**src/rtl/serial_subtractor.sv**
```systemverilog
// Bit-serial LSB-first two's-complement subtractor: diff = a - b.
// One full-subtractor cell plus a borrow flip-flop, WIDTH cycles per result.
module serial_subtractor #(
    parameter int WIDTH = 8
) (
    input  logic             clk,
    input  logic             rst,
    input  logic             start,
    input  logic [WIDTH-1:0] a,
    input  logic [WIDTH-1:0] b,
    output logic             ready,
    output logic             busy,
    output logic             done,
    output logic [WIDTH-1:0] diff,
    output logic             borrow,
    output logic             ovf
);

    localparam int CW = (WIDTH > 1) ? $clog2(WIDTH) : 1;

    localparam logic [1:0] IDLE  = 2'd0;
    localparam logic [1:0] SHIFT = 2'd1;
    localparam logic [1:0] FIN   = 2'd2;

    logic [1:0]       state;
    logic [WIDTH-1:0] sa;
    logic [WIDTH-1:0] sb;
    logic [WIDTH-1:0] res;
    logic [WIDTH-1:0] res_n;
    logic [CW-1:0]    cnt;
    logic             bq;
    logic             bq_n;
    logic             d;
    logic             a_msb;
    logic             b_msb;

    always_comb begin
        d     = sa[0] ^ sb[0] ^ bq;
        bq_n  = (~sa[0] & sb[0]) | (~(sa[0] ^ sb[0]) & bq);
        res_n = res >> 1;
        res_n[WIDTH-1] = d;
    end

    always_ff @(posedge clk) begin
        if (rst) begin
            state  <= IDLE;
            sa     <= '0;
            sb     <= '0;
            res    <= '0;
            cnt    <= '0;
            bq     <= 1'b0;
            a_msb  <= 1'b0;
            b_msb  <= 1'b0;
            diff   <= '0;
            borrow <= 1'b0;
            ovf    <= 1'b0;
        end else begin
            unique case (state)
                IDLE, FIN: begin
                    if (start) begin
                        sa    <= a;
                        sb    <= b;
                        bq    <= 1'b0;
                        cnt   <= CW'(WIDTH - 1);
                        a_msb <= a[WIDTH-1];
                        b_msb <= b[WIDTH-1];
                        state <= SHIFT;
                    end else begin
                        state <= IDLE;
                    end
                end
                SHIFT: begin
                    sa  <= sa >> 1;
                    sb  <= sb >> 1;
                    res <= res_n;
                    bq  <= bq_n;
                    if (cnt == '0) begin
                        // Results land on the edge entering FIN.
                        diff   <= res_n;
                        borrow <= bq_n;
                        ovf    <= (a_msb != b_msb) &&
                                  (res_n[WIDTH-1] != a_msb);
                        state  <= FIN;
                    end else begin
                        cnt <= cnt - 1'b1;
                    end
                end
                default: state <= IDLE;
            endcase
        end
    end

    assign ready = (state == IDLE) || (state == FIN);
    assign busy  = (state == SHIFT);
    assign done  = (state == FIN);

endmodule

```
**config.mk**
```make
export PLATFORM = sky130hd
export DESIGN_NAME = serial_subtractor
export DESIGN_NICKNAME = d
export VERILOG_FILES = /design/src/rtl/serial_subtractor.sv
export SDC_FILE = /design/constraint.sdc
export NUM_CORES = 1
export LEC_CHECK = 0
export ABC_CLOCK_PERIOD_IN_PS = 3200
export CAP_MARGIN = 25
export CORE_MARGIN = 2
export CORE_UTILIZATION = 55
export DETAILED_ROUTE_END_ITERATION = 8
export PLACE_DENSITY = 0.84
export SKIP_LAST_GASP = 1
export SYNTH_ARGS = -nofsm -noshare
export SYNTH_HDL_FRONTEND = slang
export SYNTH_SLANG_ARGS = --single-unit
```
**constraint.sdc**
```tcl
create_clock -name clk -period 3.2 [get_ports clk]
set_input_delay 0.64 -clock clk [delete_from_list [all_inputs] [get_ports clk]]
set_output_delay 0.64 -clock clk [all_outputs]
set_load 0.01 [all_outputs]
```
## Word level (Yosys, flattened, before mapping)

Cells that the tools add are included.
Widths: inputs -> output; s select.

| operators by class | value |
|---|---|
| reduce and logical (&&, ||, !) cells | 10 |
| bitwise operators | 7 |
| add/subtract/negate cells | 1 |
| eq/ne operators | 7 |
| multiplexer cells | 12 |

Operator list:

| kind | count |
|---|---|
| $pmux 8 s2 | 2 |
| $mux 8 | 2 |
| $mux 3 | 2 |
| $pmux 3 s2 | 1 |
| $reduce_and 2->1 | 3 |
| $ne 2x2->1 const B | 2 |
| $pmux 2 s2 | 1 |
| $logic_not 3->1 | 1 |
| $reduce_and 3->1 | 1 |
| $sub 3x1->3 const B | 1 |
| $and 1x1->1 | 2 |
| $eq 2x1->1 const B | 1 |
| $eq 2x2->1 const B | 1 |
| $logic_not 2->1 | 1 |
| $mux 1 | 2 |
| $mux 2 | 1 |
| $ne 1x1->1 | 2 |
| $ne 2x1->1 const B | 1 |
| $not 1->1 | 2 |
| $pmux 1 s2 | 1 |
| $reduce_bool 2->1 | 1 |
| $reduce_or 2->1 | 1 |
| $xor 1x1->1 | 2 |
| $logic_and 1x1->1 | 1 |
| other kinds (2) | 2 |

| word-level totals | value |
|---|---|
| register bits after elaboration | 42 |
| bits of input ports | 19 |
| output and inout port bits | 13 |
| logic and storage cells | 48 |

## Depth between registers and ports, before layout

Gate-level depths: netlist (run 1).

| depth | value |
|---|---|
| depth after elaboration | 5 |
| gate-level depth with buffers | 6 |
| mapped depth without buffers | 5 |

## Worst setup path before layout (run 1)

OpenSTA, ideal clock, no wires.

| timing | value |
|---|---|
| path kind | register to register |
| from | register sb[0] |
| to | register ovf |
| clock period less this slack | 1.611 ns |
| path buffers | 0 |
| setup time | 0.091 ns |
| data required time | 3.109 ns |
| cell stages (with the launch flop) | 5 |
| path slack | 1.589 ns |
| data arrival time | 1.520 ns |
| cells stage by stage | dfxtp_1 -> inv_1 -> fa_1 -> or3b_2 -> a311oi_1 |

| on the way | value |
|---|---|
| cells in the longest elaborated chain, start to end | 4 |

RTL lines:

| element | RTL line | source |
|---|---|---|
| start, declared | 27 | `logic [WIDTH-1:0] sb;` |
| start signal, assigned | 74 | `sb <= sb >> 1;` |
| $xor 1x1->1 (2 in a row) | 38 | `d = sa[0] ^ sb[0] ^ bq;` |
| named net d | 33 | `logic d;` |
| $ne 1x1->1 | 82 | `(res_n[WIDTH-1] != a_msb);` |
| $logic_and 1x1->1 | 81 | `ovf <= (a_msb != b_msb) &&` |
| end signal, assigned | 81 |  |
| end, declared | 16 | `output logic ovf` |

The timed path passes the listed nets, and every way through them passes these cells.
A chain may end at the register's enable or synchronous reset.

## Worst setup path in the final report (run 1)

| timing | value |
|---|---|
| from | register state[0] |
| to | output port busy |

| on the way | value |
|---|---|
| cells in the longest elaborated chain, start to end | 1 |

RTL lines:

| element | RTL line | source |
|---|---|---|
| start, declared | 25 | `logic [1:0] state;` |
| start signal, assigned | 46 | `state <= IDLE;` |
| start signal, assigned | 67 | `state <= SHIFT;` |
| start signal, assigned | 69 | `state <= IDLE;` |
| $eq 2x1->1 | 94 | `assign busy = (state == SHIFT);` |
| end, declared | 12 | `output logic busy,` |

No other way between the ends.

==> results of run 1 <==
-- path summary, 6_finish.rpt --
kind / from / to / slack [ps] / depth (start not counted)
max: state[0] / busy / 730 / 3
min: diff[3] / diff[3] / 460 / 2
max reg2reg: sb[0] / ovf / 1470 / 4
min reg2reg: diff[3] / diff[3] / 460 / 2
-- registers in the layout, summed over array words and instances (netlist names) --
register	cells
ovf	1
a_msb	1
b_msb	1
bq	1
borrow	1
state	2
res	7
sa	8
sb	8
diff	8
cnt	3
-- through the flow --
step | utilization (%) | setup WS, ps
final | 68.0 | 728
after global routing | 68.0 | 593
after CTS | 68.0 | 711
after detailed placement | 66.4 | 1070
after global placement | 66.4 | 1130
after floorplan | - | 1590
-- routing by layer --
layer,global-route usage (%),part of all wire (%),up-vias
met2,31.2,47,44
met5,0,0,-
met3,6.49,5.5,5
met1,24.7,46,625
li1,-,-,743
met4,5.71,1.0,0
-- critical path: stages (launching register included) --
cell and delay (ps):
sky130_fd_sc_hd__dfxtp_1 460, sky130_fd_sc_hd__nand2b_1 100, sky130_fd_sc_hd__inv_1 320, sky130_fd_sc_hd__clkdlybuf4s50_1 620
-- cells in the final DEF, fill, tap and decap left out --
cell type and count:
sky130_fd_sc_hd__nor2_1 18, sky130_fd_sc_hd__ha_1 2, sky130_fd_sc_hd__or3b_2 1, sky130_fd_sc_hd__dfxtp_1 41, sky130_fd_sc_hd__clkbuf_1 3, sky130_fd_sc_hd__buf_4 3, sky130_fd_sc_hd__o21ai_0 2, sky130_fd_sc_hd__a31o_2 1
sky130_fd_sc_hd__clkbuf_4 5, sky130_fd_sc_hd__nor2b_1 2, sky130_fd_sc_hd__nand4bb_1 1, sky130_fd_sc_hd__nor4b_1 1, sky130_fd_sc_hd__inv_1 7, sky130_fd_sc_hd__nand2b_1 4, sky130_fd_sc_hd__clkdlybuf4s50_1 31, sky130_fd_sc_hd__and4bb_2 1
sky130_fd_sc_hd__a311oi_2 5, sky130_fd_sc_hd__nand3b_1 1, sky130_fd_sc_hd__a21oi_1 22, sky130_fd_sc_hd__fa_1 1, sky130_fd_sc_hd__a311oi_1 11, sky130_fd_sc_hd__nand3_1 3, sky130_fd_sc_hd__a211oi_1 2, sky130_fd_sc_hd__a31oi_1 1
sky130_fd_sc_hd__nand2_1 63
-- area by class of cell --
cell class / count / area [sq um] / share of cell area (%)
Inverter: 7 / 26.3 / 1.29
Tap cell: 33 / 41.3 / 2.02
Multi-Input combinational cell: 142 / 772 / 37.8
Sequential cell: 41 / 821 / 40.2
Clock buffer: 8 / 48.8 / 2.39
Timing Repair Buffer: 34 / 333 / 16.3
-- where the power goes --
part	internal [mW]	total [mW]	switching, mW	leakage, nW
registers	0.545	0.567	0.0218	0.335
clock network	0.0877	0.235	0.147	0.0265
logic	0.0794	0.175	0.0954	0.364
total	0.712	0.977	0.264	0.726
-- cells by family (layout without fill, tap and decap cells) --
group	after synthesis	in the layout
AND/OR/NAND/NOR	95	95
adder cells (fa/ha/maj)	3	3
AO/OA/AOI/OAI	44	44
flip-flops	41	41
buffers and inverters	23	49
==> impl_results.md, run 1 <==
- Outcome: finished clean
- Average wire length per cell after detail routing: 11.4 um
- Slew at the pin with the worst max-slew slack: 705 ps
- Post-synth top area share: 47.9%
- Fraction of final layout cells with drive strength greater than 1: 6.90%
- FFs w/ async S/R, synth: 0%
- Setup repair after global routing missed its margin: false
- Clock net sink count: 41
- Aggregate global-route resource usage: 19.4%
- Synth Area in XOR/XNOR: 0%
- Cell count after placement: 257
- WL final: 3030 um
- Total number of vias: 1417
- Count of port buffers added during placement: 31
- Global-route wire length before repair: 5240 um
- Antenna violations before repair: 0
- Worst hold-check slack: 457 ps
- Instance area at placement: 1990 sq um
- Final number of max-transition violations: 0
- List of most frequent post-synthesis cells: sky130_fd_sc_hd__nand2_1 (63), sky130_fd_sc_hd__dfxtp_1 (41), sky130_fd_sc_hd__a21oi_1 (22)
- Post-Syn Area per Cell: 8.32 sq um
- Setup tns final: 0 ps
- Area inside the core boundary: 3000 sq um
- Worst Hold Class: reg2reg
- Main combinational cell family by area after synthesis: simple AND/OR/NAND/NOR gates
- Vias in the first global route: 1217
- Worst Clk Skew: 5.54 ps
- Finished Cell Area: 2040 sq um
- # Post-CTS Setup Buffers: 0
- Top-Level Pins: 32
- # hold bufs at CTS: 0
- Worst-case headroom to the max-slew limit: 53.0%
- Post-route ant nets: 0
- Number of buffers created by CTS: 5
- Depth of the CTS H-tree: 2
- DR pass1 iterations: 4
- Multiplexer share of the synthesized area: 0%
- Combined area of all synthesized cells: 1710 sq um
- Total global routing overflow: 0
- Total of fill cells in the finished design: 257
- Post-synth EDFFs: 0
- Crit path DAT: 1830 ps
- Number of buffers on the longest clock path: 2
- Clock tree from TritonCTS: yes
- Yosys warning count: 0
- Data required time of the critical path: 2560 ps
- Number of instances in the synthesized netlist: 206
- Row count: 20
- Die width: 59.8 um
- Max IR drop VDD: 255 uV
- Tmin final: 2470 ps
- Nets@finish: 253
- Area leader, netlist: sky130_fd_sc_hd__dfxtp_1
- Class of the most critical setup path: reg2out
- Area contributors post-synth: sky130_fd_sc_hd__dfxtp_1 (48%), sky130_fd_sc_hd__nand2_1 (14%), sky130_fd_sc_hd__a21oi_1 (6.4%)
- Power density over the cells: 478 nW/um^2
- Final cell count without fillers: 265
- Most instantiated library cell after synthesis: sky130_fd_sc_hd__nand2_1
- Sequential element share of the synthesized area: 47.9%
- Leakage dissipation: 0.726 nW
- Final hold violation count: 0
- Critical path launch point type: flip-flop
- Starting density of the core: 57.1%
- Final setup viols: 0
- Endpoint kind of the worst setup timing path: output port
- Net count after synthesis: 228
- Die height: 59.8 um
- Share of the synthesized area in compound gates (AO/OA/AOI/OAI): 18.8%
- Count of maximum capacitance violations: 0
- Library cells used by synthesis: 26
- Post-route fraction of the period consumed by the critical path: 77.3%
- Simple-gate portion of the synthesized area: 23.6%
- Area share of fa/ha/maj cells after synthesis: 2.63%
- Iter 0 DRT Violations: 38
- Peak Freq: 405 MHz
- Maximum number of pins on one net before global-route repair: 42
- Layout overhead on the synthesized area: 19.1%
- DR vias/cell: 5.35
- Dpl hpwl: 2040 um
- Post_cts resized: 0
- Final RePlAce weighted congestion: 0.721
- Count of antenna diodes in the layout: 0
- Root Buffer Master: sky130_fd_sc_hd__clkbuf_4
- Post-synth top flop: sky130_fd_sc_hd__dfxtp_1
- DRC errors left: 0
- Clock latency of the later-clocked register in the worst-skew pair: 340 ps
- Die footprint: 3580 sq um
- Biggest fanout along the worst timing path: 13
- Total power: 977 uW
- Clock edge transition at the registers on the reported setup and hold paths: 100 ps
- Count of state elements after synthesis: 41
Power figures use the tool's default switching activity.
==> inputs of run 2 (changes only) <==
--- a/config.mk
+++ b/config.mk
@@ -5,12 +5,12 @@
 export SDC_FILE = /design/constraint.sdc
 export NUM_CORES = 1
 export LEC_CHECK = 0
-export ABC_CLOCK_PERIOD_IN_PS = 3200
+export ABC_CLOCK_PERIOD_IN_PS = 2200
 export CAP_MARGIN = 25
 export CORE_MARGIN = 2
-export CORE_UTILIZATION = 55
+export CORE_UTILIZATION = 46
 export DETAILED_ROUTE_END_ITERATION = 8
-export PLACE_DENSITY = 0.84
+export PLACE_DENSITY = 0.75
 export SKIP_LAST_GASP = 1
 export SYNTH_ARGS = -nofsm -noshare
 export SYNTH_HDL_FRONTEND = slang
==> constraint.sdc (replaced) <==
create_clock -name clk -period 2.2 [get_ports clk]
set_input_delay 0.44 -clock clk [delete_from_list [all_inputs] [get_ports clk]]
set_output_delay 0.44 -clock clk [all_outputs]
set_load 0.01 [all_outputs]
==> run 2 against run 1 <==
Net effect:
- power up 74%
- clock skew down 1.4 ps
- worst hold slack worse by 2.4 ps
- register-to-register slack lost 960 ps
- critical path depth did not move
- sequential share of layout area is 2.1 points lower
- first-iteration DRC count rose to 2.7 times the previous value
- cell count is 6.4% higher
- routed wire length grew 6.6%
- combinational power is 50% higher
- via count is 1.6% higher
==> impl_results.md, run 2 (same netlist as run 1, synthesis figures left out) <==
- Setup tns final: 0 ps
- Class of the most critical setup path: reg2out
- Fraction of final layout cells with drive strength greater than 1: 8.97%
- Slew at the pin with the worst max-slew slack: 382 ps
- Endpoint kind of the worst setup timing path: output port
- Nets@finish: 255
- Clock tree from TritonCTS: yes
- Number of buffers created by CTS: 5
- Layout overhead on the synthesized area: 25.7%
- DR pass1 iterations: 4
- Average wire length per cell after detail routing: 11.5 um
- Peak Freq: 521 MHz
- Data required time of the critical path: 1760 ps
- Count of port buffers added during placement: 31
- Worst reg2reg endpoint: ovf
- DRC errors left: 0
- Part of the power in registers: 48.6%
- Outcome: finished clean
- Beginning of the worst hold path: diff[0]
- Category of cells accounting for the largest share of critical-path delay: buffers and inverters
- Depth of the CTS H-tree: 2
- Die footprint: 4230 sq um
- Dpl hpwl: 2170 um
- Biggest registers after layout: diff x8, sa x8, sb x8
- Final RePlAce weighted congestion: 0.711
- Power share of the clock group: 36.0%
- Post-route ant nets: 0
- Crit path DAT: 1480 ps
- Total global routing overflow: 0
- Leakage dissipation: 0.768 nW
- R2r worst-path depth: 4
- Total power: 1.70 mW
- Post_cts resized: 0
- Path length in cells of the critical path: 3
- Critical path buffers and inverters: 2
- Worst Setup Slack post-DPL: 420 ps
- Reg2reg start: sb[0]
- Final hold violation count: 0
- Clock latency of the later-clocked register in the worst-skew pair: 290 ps
- Clock net sink count: 41
- Power density over the cells: 787 nW/um^2
- Sw Pwr: 442 uW
- Number of buffers on the longest clock path: 2
- Vias in the first global route: 1257
- Total internal power: 1.25 mW
- Area inside the core boundary: 3630 sq um
- Worst Hold Class: reg2reg
- Switching share of power: 26.0%
- Post-route fraction of the period consumed by the critical path: 87.3%
- Part of the total power dissipated in combinational logic: 15.4%
- Final setup viols: 0
- Count of antenna diodes in the layout: 0
- Clock edge transition at the registers on the reported setup and hold paths: 80 ps
- DR vias/cell: 5.11
- Most used cells in the layout excluding fill and tap cells: sky130_fd_sc_hd__nand2_1 (63), sky130_fd_sc_hd__dfxtp_1 (41), sky130_fd_sc_hd__clkdlybuf4s50_1 (31)
- Critical path launch point type: flip-flop
- Row count: 22
- Biggest fanout along the worst timing path: 8
- Root Buffer Master: sky130_fd_sc_hd__clkbuf_8
- Iter 0 DRT Violations: 103
- Reg2Reg Setup Slack: 510 ps
- Antenna violations before repair: 0
- WL final: 3230 um
- Finished Cell Area: 2150 sq um
- # Post-CTS Setup Buffers: 0
- Die height: 65.0 um
- Worst Hold End: diff[0]
- Final worst setup slack: 280 ps
- Die width: 65.0 um
- Setup repair after global routing missed its margin: false
- Instance area at placement: 2040 sq um
- Tmin final: 1920 ps
- Cell-by-cell trace of the critical path: nand2b_1 -> inv_1 -> clkdlybuf4s50_1
- Starting density of the core: 47.2%
- # hold bufs at CTS: 0
- Slowest stage cell on the critical path: sky130_fd_sc_hd__clkdlybuf4s50_1
- Top-Level Pins: 32
- Max IR drop VDD: 414 uV
- Final number of max-transition violations: 0
- Largest stage delay, worst path: 530 ps
- Aggregate global-route resource usage: 17.1%
- Maximum number of pins on one net before global-route repair: 42
- Worst-case headroom to the max-slew limit: 74.5%
- Hold Path Stages: 2
- Most common cell after layout, fill and taps aside: sky130_fd_sc_hd__nand2_1
- Worst Clk Skew: 4.17 ps
- Count of maximum capacitance violations: 0
- Total number of vias: 1440
- Global-route wire length before repair: 5470 um
==> run 2: cell count changes in the layout (fill, tap and decap cells not counted), sizes merged <==
| cell | previous run | this run |
|---|---|---|
| clkinvlp | 0 | 1 |
| clkbuf | 8 | 5 |
| clkinv | 0 | 1 |
| buf | 3 | 5 |
| bufinv | 0 | 1 |
==> run 2: area by class of cell <==
| cell class | count | area (sq um) |
|---|---|---|
| Timing Repair Buffer | 36 | 360 |
| Inverter | 7 | 26.3 |
| Tap cell | 48 | 60.1 |
| Clock buffer | 5 | 68.8 |
| Fill cell | 350 | 1480 |
| Clock inverter | 3 | 46.3 |
| Multi-Input combinational cell | 142 | 772 |
| Sequential cell | 41 | 821 |
==> run 2: power groups by stage <==
| stage | Combinational (mW) | Sequential (mW) | Clock (mW) |
|---|---|---|---|
| after floorplan | 0.187 | 0.835 | 0 |
| after global placement | 0.259 | 0.840 | 0 |
| after detailed placement | 0.264 | 0.841 | 0 |
| after CTS | 0.264 | 0.824 | 0.622 |
| after global routing | 0.296 | 0.830 | 0.657 |
| final | 0.262 | 0.824 | 0.610 |
==> run 2: worst max-delay path by stage <==
stage,from,slack (ps),endpoint
floorplan,sb[0],590,ovf
global placement,start,480,sb[4]
detailed placement,start,420,sa[3]
CTS,state[0],280,busy
global route,state[0],220,busy
finish,state[0],280,busy
==> run 2: worst reg2reg max path, delay by kind of cell (launching register included) <==
kind / cells / cell delay, ps
AO/OA/AOI/OAI: 1 / 250
buffers and inverters: 1 / 60
AND/OR/NAND/NOR: 1 / 460
adder cells (fa/ha/maj): 1 / 520
flip-flops: 1 / 330
==> run 2: stage by stage <==
step	hold slack (ps)	instances	util (%)
after CTS	458	282	59.3
final	455	282	59.3
after detailed placement	446	274	56.1
after global routing	483	282	59.3
after floorplan	432	206	-
after global placement	443	274	56.1
==> run 2: routing by layer <==
layer,up-vias,wire length (um),GRT usage [%]
met4,0,59,7.81
met2,36,1520,28.0
met1,655,1480,19.9
met5,-,0,0
li1,745,-,-
met3,4,172,6.42
==> inputs of run 3 (changes only) <==
--- a/config.mk
+++ b/config.mk
@@ -7,6 +7,7 @@
 export LEC_CHECK = 0
 export ABC_CLOCK_PERIOD_IN_PS = 2200
 export CAP_MARGIN = 25
+export CORE_ASPECT_RATIO = 1.2
 export CORE_MARGIN = 2
 export CORE_UTILIZATION = 46
 export DETAILED_ROUTE_END_ITERATION = 8
==> run 3 against run 2 <==
Net effect:
- sequential power barely moved
- global-route usage is 0.16 points higher
- clock-buffer cell count rose by 1
- critical path type unchanged
- final area decreased by 0.52%
- clock power is 3% higher
- largest cell class unchanged
- die area hardly changed
- highest routed layer unchanged
- utilization up 0.18 points
==> impl_results.md, run 3 (same netlist as run 1, synthesis figures left out) <==
- Die footprint: 4230 sq um
- WL final: 3210 um
- Post-route ant nets: 0
- # Post-CTS Setup Buffers: 0
- Area inside the core boundary: 3600 sq um
- Nets@finish: 256
- Reg2reg start: sb[0]
- Worst Setup Slack post-DPL: 394 ps
- Data required time of the critical path: 1760 ps
- Worst Clk Skew: 9.65 ps
- Final number of max-transition violations: 0
- Power density over the cells: 798 nW/um^2
- Crit path DAT: 1480 ps
- Root Buffer Master: sky130_fd_sc_hd__clkbuf_8
- Critical path launch point type: flip-flop
- Setup repair after global routing missed its margin: false
- Average wire length per cell after detail routing: 11.7 um
- Beginning of the worst hold path: diff[6]
- Hold Path Stages: 2
- Depth of the CTS H-tree: 2
- Biggest registers after layout: diff x8, sa x8, sb x8
- Total number of vias: 1419
- Leakage dissipation: 0.772 nW
- Count of maximum capacitance violations: 0
- Die height: 70.9 um
- DR pass1 iterations: 4
- Top-Level Pins: 32
- Die width: 59.7 um
- Post-route fraction of the period consumed by the critical path: 87.4%
- DRC errors left: 0
- Layout overhead on the synthesized area: 25.0%
- Slew at the pin with the worst max-slew slack: 398 ps
- Endpoint kind of the worst setup timing path: output port
- # hold bufs at CTS: 0
- Total global routing overflow: 0
- Max IR drop VDD: 478 uV
- Biggest fanout along the worst timing path: 8
- Global-route wire length before repair: 5570 um
- Final setup viols: 0
- Worst hold-check slack: 455 ps
- Row count: 24
- Number of buffers created by CTS: 5
- Class of the most critical setup path: reg2out
- Worst Hold End: diff[6]
- Most used cells in the layout excluding fill and tap cells: sky130_fd_sc_hd__nand2_1 (63), sky130_fd_sc_hd__dfxtp_1 (41), sky130_fd_sc_hd__clkdlybuf4s50_1 (31)
- Worst reg2reg endpoint: ovf
- Final hold violation count: 0
- Clock latency of the later-clocked register in the worst-skew pair: 300 ps
- Reg2Reg Setup Slack: 530 ps
- Iter 0 DRT Violations: 58
- Number of buffers on the longest clock path: 2
- Antenna violations before repair: 0
- Worst Hold Class: reg2reg
- Final RePlAce weighted congestion: 0.733
- DR vias/cell: 5.18
- Dpl hpwl: 2190 um
- Clock tree from TritonCTS: yes
- Count of antenna diodes in the layout: 0
- Outcome: finished clean
- Vias in the first global route: 1289
- Tmin final: 1920 ps
- Fraction of final layout cells with drive strength greater than 1: 9.36%
- Post_cts resized: 0
- Final worst setup slack: 278 ps
- Worst-case headroom to the max-slew limit: 73.3%
- Maximum number of pins on one net before global-route repair: 39
- Setup tns final: 0 ps
- Clock net sink count: 41
- Count of port buffers added during placement: 31
- Total of fill cells in the finished design: 344
- Peak Freq: 520 MHz
- R2r worst-path depth: 4
- Most common cell after layout, fill and taps aside: sky130_fd_sc_hd__nand2_1
- Clock edge transition at the registers on the reported setup and hold paths: 80 ps
- Aggregate global-route resource usage: 17.3%
- Starting density of the core: 47.6%
==> run 3: worst max-delay path: stages (launching register included) <==
cell,delay [ps]
sky130_fd_sc_hd__dfxtp_1,450
sky130_fd_sc_hd__nand2b_1,120
sky130_fd_sc_hd__inv_1,90
sky130_fd_sc_hd__clkdlybuf4s50_1,530
==> run 3: final cells by class <==
class                   instances  area [sq um]  area share [%]
repair buffers                 37           355            16.6
flip-flops and latches         41           821            38.3
clock inverters                 2          37.5            1.75
clock buffers                   6          82.6            3.85
well taps                      39          48.8            2.28
inverters                       7          26.3            1.23
multi-input cells             142           772            36.0
==> run 3: report_power, final <==
| group | internal [mW] | total [mW] | leakage [nW] | switching, mW |
|---|---|---|---|---|
| clock network | 0.369 | 0.626 | 0.0574 | 0.257 |
| registers | 0.793 | 0.824 | 0.335 | 0.0313 |
| logic | 0.121 | 0.261 | 0.379 | 0.140 |
| total | 1.28 | 1.71 | 0.772 | 0.428 |
==> run 3: layer usage <==
layer  track usage, %  share of wire [%]  wire length (um)  vias to the layer above
met3             4.94                3.6               115                        8
met1             20.6                 45              1450                      640
li1                 -                  -                 -                      746
met5                0                  0                 0                        -
met2             27.7                 49              1570                       25
met4             8.89                2.4                77                        0
==> run 3: worst max-delay path by stage <==
stage          startpoint     to  slack (ps)  cells after the start
4_1_cts          state[0]   busy         270                      3
3_3_place_gp        start  sb[3]         460                      5
5_1_grt          state[0]   busy         210                      3
2_1_floorplan       sb[0]    ovf         590                      4
3_5_place_dp        start  sb[3]         390                      5
6_report         state[0]   busy         280                      3
==> run 3: per-stage QoR <==
step / total power, mW / area [sq um] / utilization (%) / cells
floorplan: 1.02 / 1710 / - / 206
global placement: 1.10 / 2020 / 56.1 / 266
detailed placement: 1.10 / 2020 / 56.1 / 266
CTS: 1.73 / 2140 / 59.5 / 274
global route: 1.79 / 2140 / 59.5 / 274
finish: 1.71 / 2140 / 59.5 / 274
